<file path="src/rtl/note_sequencer.sv">
// Melody recorder/player: timestamps changes on the live one-hot note bus into
// on-chip memory as (note, duration) events and replays them onto note_out.
module note_sequencer #(
    parameter int DEPTH    = 64,
    parameter int TICK_DIV = 500000,
    parameter int DUR_W    = 12
) (
    input  logic                   CLOCK_50,
    input  logic                   reset,
    input  logic [31:0]            live_note,
    input  logic                   rec_start,
    input  logic                   play_start,
    input  logic                   stop,
    output logic [31:0]            note_out,
    output logic                   recording,
    output logic                   playing,
    output logic [$clog2(DEPTH):0] event_count,
    output logic                   overflow
);
    localparam int AW = $clog2(DEPTH);
    localparam int CW = AW + 1;
    localparam int TW = (TICK_DIV > 1) ? $clog2(TICK_DIV) : 1;
    localparam int EW = 32 + DUR_W;

    typedef enum logic [1:0] {IDLE, RECORD, LOAD, PLAY} state_t;

    state_t           state, state_d;
    logic [31:0]      note_d;
    logic [31:0]      cur_note, cur_note_d;
    logic [DUR_W-1:0] dur, dur_d;
    logic [TW-1:0]    tick, tick_d;
    logic [AW-1:0]    wr_ptr, wr_ptr_d;
    logic [CW-1:0]    rd_ptr, rd_ptr_d;
    logic [CW-1:0]    count_d;
    logic             overflow_d;
    logic             phase, phase_d;
    logic             we;
    logic             commit;
    logic             tick_wrap;
    logic [31:0]      snote;
    logic [EW-1:0]    mem [DEPTH];
    logic [EW-1:0]    ram_q;
    logic [31:0]      ram_note;
    logic [DUR_W-1:0] ram_dur;

    assign snote     = ((live_note & (live_note - 32'd1)) == '0) ? live_note : '0;
    assign ram_note  = ram_q[EW-1:DUR_W];
    assign ram_dur   = ram_q[DUR_W-1:0];
    assign tick_wrap = (tick == TW'(TICK_DIV - 1));
    assign recording = (state == RECORD);
    assign playing   = (state == LOAD) || (state == PLAY);

    always_ff @(posedge CLOCK_50) begin
        if (we)
            mem[wr_ptr] <= {cur_note, dur};
        ram_q <= mem[rd_ptr[AW-1:0]];
    end

    always_comb begin
        state_d    = state;
        note_d     = note_out;
        cur_note_d = cur_note;
        dur_d      = dur;
        tick_d     = tick;
        wr_ptr_d   = wr_ptr;
        rd_ptr_d   = rd_ptr;
        count_d    = event_count;
        overflow_d = overflow;
        phase_d    = phase;
        we         = 1'b0;
        commit     = 1'b0;

        case (state)
            IDLE: begin
                note_d = snote;
                if (!stop && rec_start) begin
                    state_d    = RECORD;
                    count_d    = '0;
                    overflow_d = 1'b0;
                    wr_ptr_d   = '0;
                    cur_note_d = snote;
                    dur_d      = '0;
                    tick_d     = '0;
                end else if (!stop && play_start && event_count != '0) begin
                    state_d  = LOAD;
                    rd_ptr_d = '0;
                    phase_d  = 1'b0;
                end
            end

            RECORD: begin
                note_d = snote;
                if (stop || snote != cur_note) begin
                    // zero-duration segments are glitches and never reach memory
                    commit     = (dur != '0) && (event_count < CW'(DEPTH));
                    cur_note_d = snote;
                    dur_d      = '0;
                    tick_d     = '0;
                    if (stop)
                        state_d = IDLE;
                end else if (tick_wrap) begin
                    tick_d = '0;
                    if (dur != '1)
                        dur_d = dur + 1'b1;
                end else begin
                    tick_d = tick + 1'b1;
                end
                if (commit) begin
                    we      = 1'b1;
                    count_d = event_count + 1'b1;
                    if (event_count == CW'(DEPTH - 1)) begin
                        overflow_d = 1'b1;
                        state_d    = IDLE;
                    end else begin
                        wr_ptr_d = wr_ptr + 1'b1;
                    end
                end
            end

            LOAD: begin
                // phase 0 lets ram_q capture mem[rd_ptr]; phase 1 applies it
                if (stop) begin
                    note_d  = '0;
                    state_d = IDLE;
                end else if (!phase) begin
                    phase_d = 1'b1;
                end else if (rd_ptr == event_count) begin
                    note_d  = '0;
                    state_d = IDLE;
                end else begin
                    note_d  = ram_note;
                    tick_d  = TW'(1);
                    dur_d   = '0;
                    phase_d = 1'b0;
                    state_d = PLAY;
                end
            end

            PLAY: begin
                // counting starts at 1 so the two LOAD cycles complete dur*TICK_DIV+1
                if (stop) begin
                    note_d  = '0;
                    state_d = IDLE;
                end else if (tick_wrap && dur == ram_dur - 1'b1) begin
                    rd_ptr_d = rd_ptr + 1'b1;
                    phase_d  = 1'b0;
                    state_d  = LOAD;
                end else if (tick_wrap) begin
                    tick_d = '0;
                    dur_d  = dur + 1'b1;
                end else begin
                    tick_d = tick + 1'b1;
                end
            end

            default: state_d = IDLE;
        endcase
    end

    always_ff @(posedge CLOCK_50) begin
        if (reset) begin
            state       <= IDLE;
            note_out    <= '0;
            cur_note    <= '0;
            dur         <= '0;
            tick        <= '0;
            wr_ptr      <= '0;
            rd_ptr      <= '0;
            event_count <= '0;
            overflow    <= 1'b0;
            phase       <= 1'b0;
        end else begin
            state       <= state_d;
            note_out    <= note_d;
            cur_note    <= cur_note_d;
            dur         <= dur_d;
            tick        <= tick_d;
            wr_ptr      <= wr_ptr_d;
            rd_ptr      <= rd_ptr_d;
            event_count <= count_d;
            overflow    <= overflow_d;
            phase       <= phase_d;
        end
    end
endmodule

</file>
<file path="config.mk">
export PLATFORM = sky130hd
export DESIGN_NAME = note_sequencer
export DESIGN_NICKNAME = d
export VERILOG_FILES = /design/src/rtl/note_sequencer.sv
export SDC_FILE = /design/constraint.sdc
export NUM_CORES = 2
export LEC_CHECK = 0
export ABC_CLOCK_PERIOD_IN_PS = 22300
export CAP_MARGIN = 10
export CORE_MARGIN = 3
export CORE_UTILIZATION = 28
export CTS_CLUSTER_DIAMETER = 120
export DETAILED_ROUTE_END_ITERATION = 8
export SYNTH_ARGS = -nofsm -noshare
export SYNTH_HDL_FRONTEND = slang
export SYNTH_SLANG_ARGS = --single-unit
</file>
<file path="constraint.sdc">
create_clock -name CLOCK_50 -period 22.3 [get_ports CLOCK_50]
set_clock_uncertainty 0.2 [all_clocks]
set_input_delay 2.23 -clock CLOCK_50 [delete_from_list [all_inputs] [get_ports CLOCK_50]]
set_output_delay 2.23 -clock CLOCK_50 [all_outputs]
set_load 0.02 [all_outputs]
</file>
=== Word level (Yosys, flattened, before mapping) ===
Memory sizes are Yosys's and may differ from the RTL's. A register that Yosys moved wholly into a read port is not among the register bits.
Index checks and enable logic that the tools add are counted.

* Add/sub/neg operators: 7
* Order comparisons: 1
* Equal/unequal tests: 29
* Mux-type cells: 71
* Bitwise logic cells: 1
* Reductions and logical operators: 26

{| class="wikitable"
|+ Operators by type and width
! operator !! count
|-
| 32-bit two-way mux || 7
|-
| 19-bit two-way mux || 8
|-
| 12-bit two-way mux || 10
|-
| 32-bit one-hot mux with 3 select lines || 1
|-
| 19-bit one-hot mux with 4 select lines || 1
|-
| 32-bit one-hot mux with 2 select lines || 1
|-
| 12-bit one-hot mux with 4 select lines || 1
|-
| 7-bit two-way mux || 6
|-
| 32-bit bitwise AND || 1
|-
| 32-bit zero test || 1
|-
| 32-bit != test || 1
|-
| 32-bit by 1-bit subtractor with 32-bit output (second input constant) || 1
|-
| 7-bit one-hot mux with 2 select lines || 2
|-
| 2-bit two-way mux || 11
|-
| 2-bit != test (second input constant) || 11
|-
| 19-bit by 1-bit adder with 19-bit output (second input constant) || 1
|-
| 19-bit equality test (second input constant) || 1
|-
| 6-bit two-way mux || 3
|-
| 1-bit two-way mux || 16
|-
| 7-bit by 1-bit adder with 7-bit output (second input constant) || 2
|-
| 12-bit by 1-bit adder with 12-bit output (second input constant) || 1
|-
| 12-bit equality test || 1
|-
| 12-bit != test (second input constant) || 1
|-
| 6-bit one-hot mux with 2 select lines || 1
|-
| other kinds (29) || 45
|}

* Register bits: 119
* RAM bits: 2816
* Bits of input ports: 37
* Output and inout bits: 42
* Logic and storage cells: 146
* Memories kept: 1

{| class="wikitable"
|+ Memories
! name !! depth !! width !! read ports !! clocked after memory_dff !! write ports !! RTL line !! text
|-
| mem || 64 || 44 || 1 || 1 || 1 || 41 || <nowiki>logic [EW-1:0] mem [DEPTH];</nowiki>
|}

=== Depth between registers and ports, before layout ===
* Word-level depth: 12
* Gate-level depth with buffers: 16
* Mapped depth without buffers: 13

=== Worst setup path after synthesis ===
OpenSTA, ideal clock, no wires.

* Kind: input -> register
* Start point: in live_note[3]
* End point: mem mem[48][0] (netlist name) (enable)
* Arrival time: 9443 ps
* Data required time: 21544 ps
* Setup slack: 12101 ps
* Stages: 15
* Path through: buf_4 nor4_4 nand4_1 buf_2 a221oi_2 o221ai_2 or4_1 buf_2 a211oi_2 nor3_1 o221ai_4 or3_1 nand2_1 buf_2 nor4_1

* Cells in the longest elaborated chain, start to end: 12

{| class="wikitable"
|+ Ends and longest elaborated chain
! element !! RTL line !! text
|-
| start: declaration || 10 || <nowiki>input logic [31:0] live_note,</nowiki>
|-
| 32-bit by 1-bit subtractor with 32-bit output || 46 || <nowiki>assign snote = ((live_note & (live_note - 32'd1)) == '0) ? live_note : '0;</nowiki>
|-
| 32-bit bitwise AND || 46 ||
|-
| 32-bit zero test || 46 ||
|-
| 32-bit two-way mux (*) || 46 ||
|-
| 32-bit != test (*) || 93 || <nowiki>if (stop || snote != cur_note) begin</nowiki>
|-
| 1-bit logical OR (*) || 93 ||
|-
| 1-bit two-way mux (*) || 93 ||
|-
| 1-bit two-way mux (*) || 73 || <nowiki>case (state)</nowiki>
|-
| 1-bit two-way mux (*) || 108 || <nowiki>if (commit) begin</nowiki>
|-
| 1-bit two-way mux (*) || 73 ||
|-
| 1-bit two-way mux (*) || 54 || <nowiki>if (we)</nowiki>
|-
| 1-bit two-way mux (implied by the code) (*) || 55 || <nowiki>mem[wr_ptr] <= {cur_note, dur};</nowiki>
|-
| end: declaration || 41 ||
|}

Mark *: on every way between the ends. The rest lies on a longest branch, timed or not. The select of a mux whose other input is x is not followed.

=== Worst setup path after layout ===
* Start point: in live_note[3]
* End point: mem mem[13][21] (netlist name) (enable)

The elaborated chain is that of the path after synthesis.

==> impl_metrics.ini <==
[synthesis]
synthAdderAreaFrac_pct = 0.0869
yosysTopAreaCellShare_pct = 73.4
synth_top_area_cell = edfxtp_1
ys_ff_latch = 2979
synthXorXnorAreaFrac_pct = 0.281
synthArstFlopShare_pct = 0
synth_flop_cell = edfxtp_1
synth_compound_area_share_pct = 1.90
muxShareOfSynthArea_pct = 18.1
synth.avg_cell_area_um2 = 22.7
synth_top_family_by_area = multiplexers
syn-cell-area_mm2 = 0.115
synth_seq_area_share_pct = 76.3
ys_types = 78
syn-instance-count = 5062
syn_nets = 5107
yosys-top-cells-area = edfxtp_1 (73%), mux4_2 (18%), dfxtp_1 (2.8%), clkbuf_1 (0.75%), nor2_1 (0.36%)
synth-edff-count = 2816
yosysWarnings = 0
synth-simple-area-share_pct = 2.06

[critical_path]
cp_num_buf_inv = 4
r2r_setup_slack_ns = 15.30
critPathTopFamily = simple AND/OR/NAND/NOR gates
crit_path_max_fanout = 24
arrival_ns = 9.82
cpPeakStageDelay_ns = 1.02
r2r_end = ram_q[42]$_DFF_P_
required_ns = 22.60
timing.critical_path.depth = 14
cp_slowest_cell = or4b_1
crit_type = primary input to flop
startpoint_type = primary input
crit_chain = clkdlybuf4s50_1, nor4_4, nand4_1, nor3_1, o21a_1, clkinv_1, nor2_2, o31ai_1, nand4_2, nor3_2, buf_4, or4b_1, nor2_4, buf_4
r2r_cells = 8
cpMostUsedCell = buf_4
end_kind = flop
r2r_start = rd_ptr[1]$_SDFFE_PP0P_

[global_route]
grt_use_total_pct = 14.6
grt_max_degree = 121
antenna_found_initial = 27
grt_pass1_wl_mm = 442
grt_pass1_vias = 55900
grt-ovfl-total = 0

[outcome]
status = complete, no violations

[final_layout]
areaGrowthSynthToFinish_pct = 15.9
layout.nets = 5364
fin_util_pct = 32.7
finalNonFillerCells = 11000
post_route_cells_drive_above_1_share_pct = 30.5

[clocking]
ctsHoldBuffers = 0
cts.htree.levels = 5
cts-resized-gates = 0
clkLatencyLatePin_ns = 0.88
clock-root-buffer = clkbuf_16
cts_tree = yes
cts_buffer_depth = 4
cts-buffers-inserted = 304
clk_pin_slew_worst_paths_ns = 0.06
cts_sinks = 2979
post_cts_buffers = 0

[pwr]
p_leak_uw = 0.0410
ir_drop_v = 0.0000543
power_density_mw_per_mm2 = 83.9

[place]
dp.cells = 10400
hpwl_mm = 193
place.gp.congestion = 0.887
io_buffers = 78

[timing]
tightest_slew_ns = 1.25
fmax_mhz = 105
timing.hold.ws_ns = 0.280
hold_violations = 0
period_needed_ns = 9.52
slew_headroom_pct = 16.5
slew_violations = 0
fin_tns_setup_ns = 0
rsz0062_at_grt = false
setup_viol = 0
finalCritPeriodShare_pct = 42.7

[routing]
dr.pass1.iters = 9
vias = 55700
wl_per_cell_um = 28.4
via_per_inst = 5.06
drtAntennaViolNets = 0
drt_iter0_drc = 7096
drc = 0
wirelength_mm = 313

[run]
max_cap_violations = 0

[floorplan]
core.rowCount = 234
dieHeight_um = 647
die_x_um = 647
core-area_mm2 = 0.408
io_pins = 79
start_util_pct = 28.2
dieArea_mm2 = 0.419

[hold_path]
min-delay-start = tick[18]$_SDFFE_PP0P_
min_to = tick[18]$_SDFFE_PP0P_
hold_depth = 2
min_path_type = flop to flop
[cells by family after synthesis]
group,after synthesis
AO/OA/AOI/OAI,298
buffers and inverters,366
flip-flops,2979
AND/OR/NAND/NOR,443
multiplexers,931
adder cells (fa/ha/maj),8
XOR/XNOR,37
[per-stage QoR]
stage / power (µW) / setup WS, ns / area (µm²)
CTS: 11300 / 12.92 / 133000
global route: 11500 / 12.47 / 133000
detailed placement: 6220 / 12.05 / 123000
floorplan: 6190 / 12.10 / 115000
global placement: 6220 / 12.08 / 123000
finish: 11200 / 12.78 / 133000
[worst reg2reg max path: stages, from the launching register on]
cell     delay, ns
dfxtp_4       0.75
buf_4         0.90
buf_12        0.60
buf_4         0.99
buf_4         0.84
buf_4         0.78
mux4_2        0.52
mux4_2        0.62
mux4_2        0.64
[cell usage after synthesis (all sizes together), types with 5 or more instances]
| cell | number |
|---|---|
| a21boi | 8 |
| xor2 | 15 |
| a31oi | 10 |
| nand3 | 71 |
| mux2i | 7 |
| ha | 8 |
| nand3b | 7 |
| o21a | 5 |
| nor2 | 113 |
| o21ai | 33 |
| nand2 | 48 |
| o22ai | 19 |
| a211oi | 38 |
| nand2b | 9 |
| nand4 | 31 |
| a41oi | 10 |
| o41ai | 11 |
| o211ai | 34 |
| clkbuf | 232 |
| inv | 48 |
| mux4 | 924 |
| or4 | 7 |
| nor3 | 48 |
| nor4 | 62 |
| edfxtp | 2816 |
| dfxtp | 163 |
| or3 | 11 |
| nand4b | 5 |
| o2111ai | 11 |
| xnor2 | 22 |
| o31ai | 20 |
| a22oi | 36 |
| and3 | 6 |
| a21oi | 39 |
| buf | 85 |
[worst max-delay path by stage]
stage	endpoint	startpoint	slack (ns)
after global routing	mem[13][21]$_DFFE_PP_	live_note[3]	12.47
after global placement	mem[13][18]$_DFFE_PP_	live_note[3]	12.08
final	mem[13][21]$_DFFE_PP_	live_note[3]	12.78
after detailed placement	mem[13][17]$_DFFE_PP_	live_note[3]	12.05
after floorplan	mem[48][0]$_DFFE_PP_	live_note[3]	12.10
after CTS	mem[13][41]$_DFFE_PP_	live_note[3]	12.92
[where the power goes]
part	internal, µW	switching [µW]	total [µW]
clock	2980	2110	5090
sequential	6020	1.85	6020
combinational	22.0	58.2	80.2
total	9020	2170	11200
[per-layer routing]
layer | track usage [%] | wire, µm | vias up
li1 | - | - | 22300
met1 | 19.5 | 124000 | 30400
met2 | 24.3 | 154000 | 2579
met3 | 2.45 | 23200 | 465
met4 | 5.02 | 11200 | 2
met5 | 0 | 13 | -
[final cells by class]
| cell class | count | area [µm²] |
|---|---|---|
| multi-input combinational | 1717 | 26300 |
| timing repair buffer | 268 | 2250 |
| fill | 37900 | 274000 |
| tap | 5428 | 6790 |
| clock inverter | 166 | 1710 |
| sequential | 2979 | 88000 |
| antenna | 17 | 42.5 |
| clock buffer | 379 | 8170 |
| inverter | 49 | 184 |
[registers in the layout (all words and copies together), names as in the netlist]
register	count
rd_ptr	7
ram_q	44
dur	12
wr_ptr	6
tick	19
overflow	1
state	2
mem	2816
phase	1
cur_note	32
note_out	32
event_count	7
[cells in the final DEF (no fill, tap or decap), types with 30 or more instances in the layout]
| cell | n |
|---|---|
| edfxtp_1 | 2816 |
| mux4_2 | 924 |
| clkbuf_16 | 312 |
| buf_4 | 187 |
| dfxtp_1 | 116 |
| nor2_1 | 92 |
| clkdlybuf4s50_1 | 77 |
| nand3_1 | 71 |
| clkinv_1 | 58 |
| clkbuf_1 | 53 |
| clkinv_2 | 53 |
| inv_1 | 48 |
| nand2_1 | 47 |
| nor4_2 | 44 |
| nor3_1 | 39 |
| a21oi_1 | 39 |
| a211oi_1 | 37 |
| a22oi_1 | 36 |
| o211ai_1 | 34 |
| bufinv_16 | 32 |
| nand4_1 | 30 |
No activity file was read; power rests on OpenSTA's default activity.
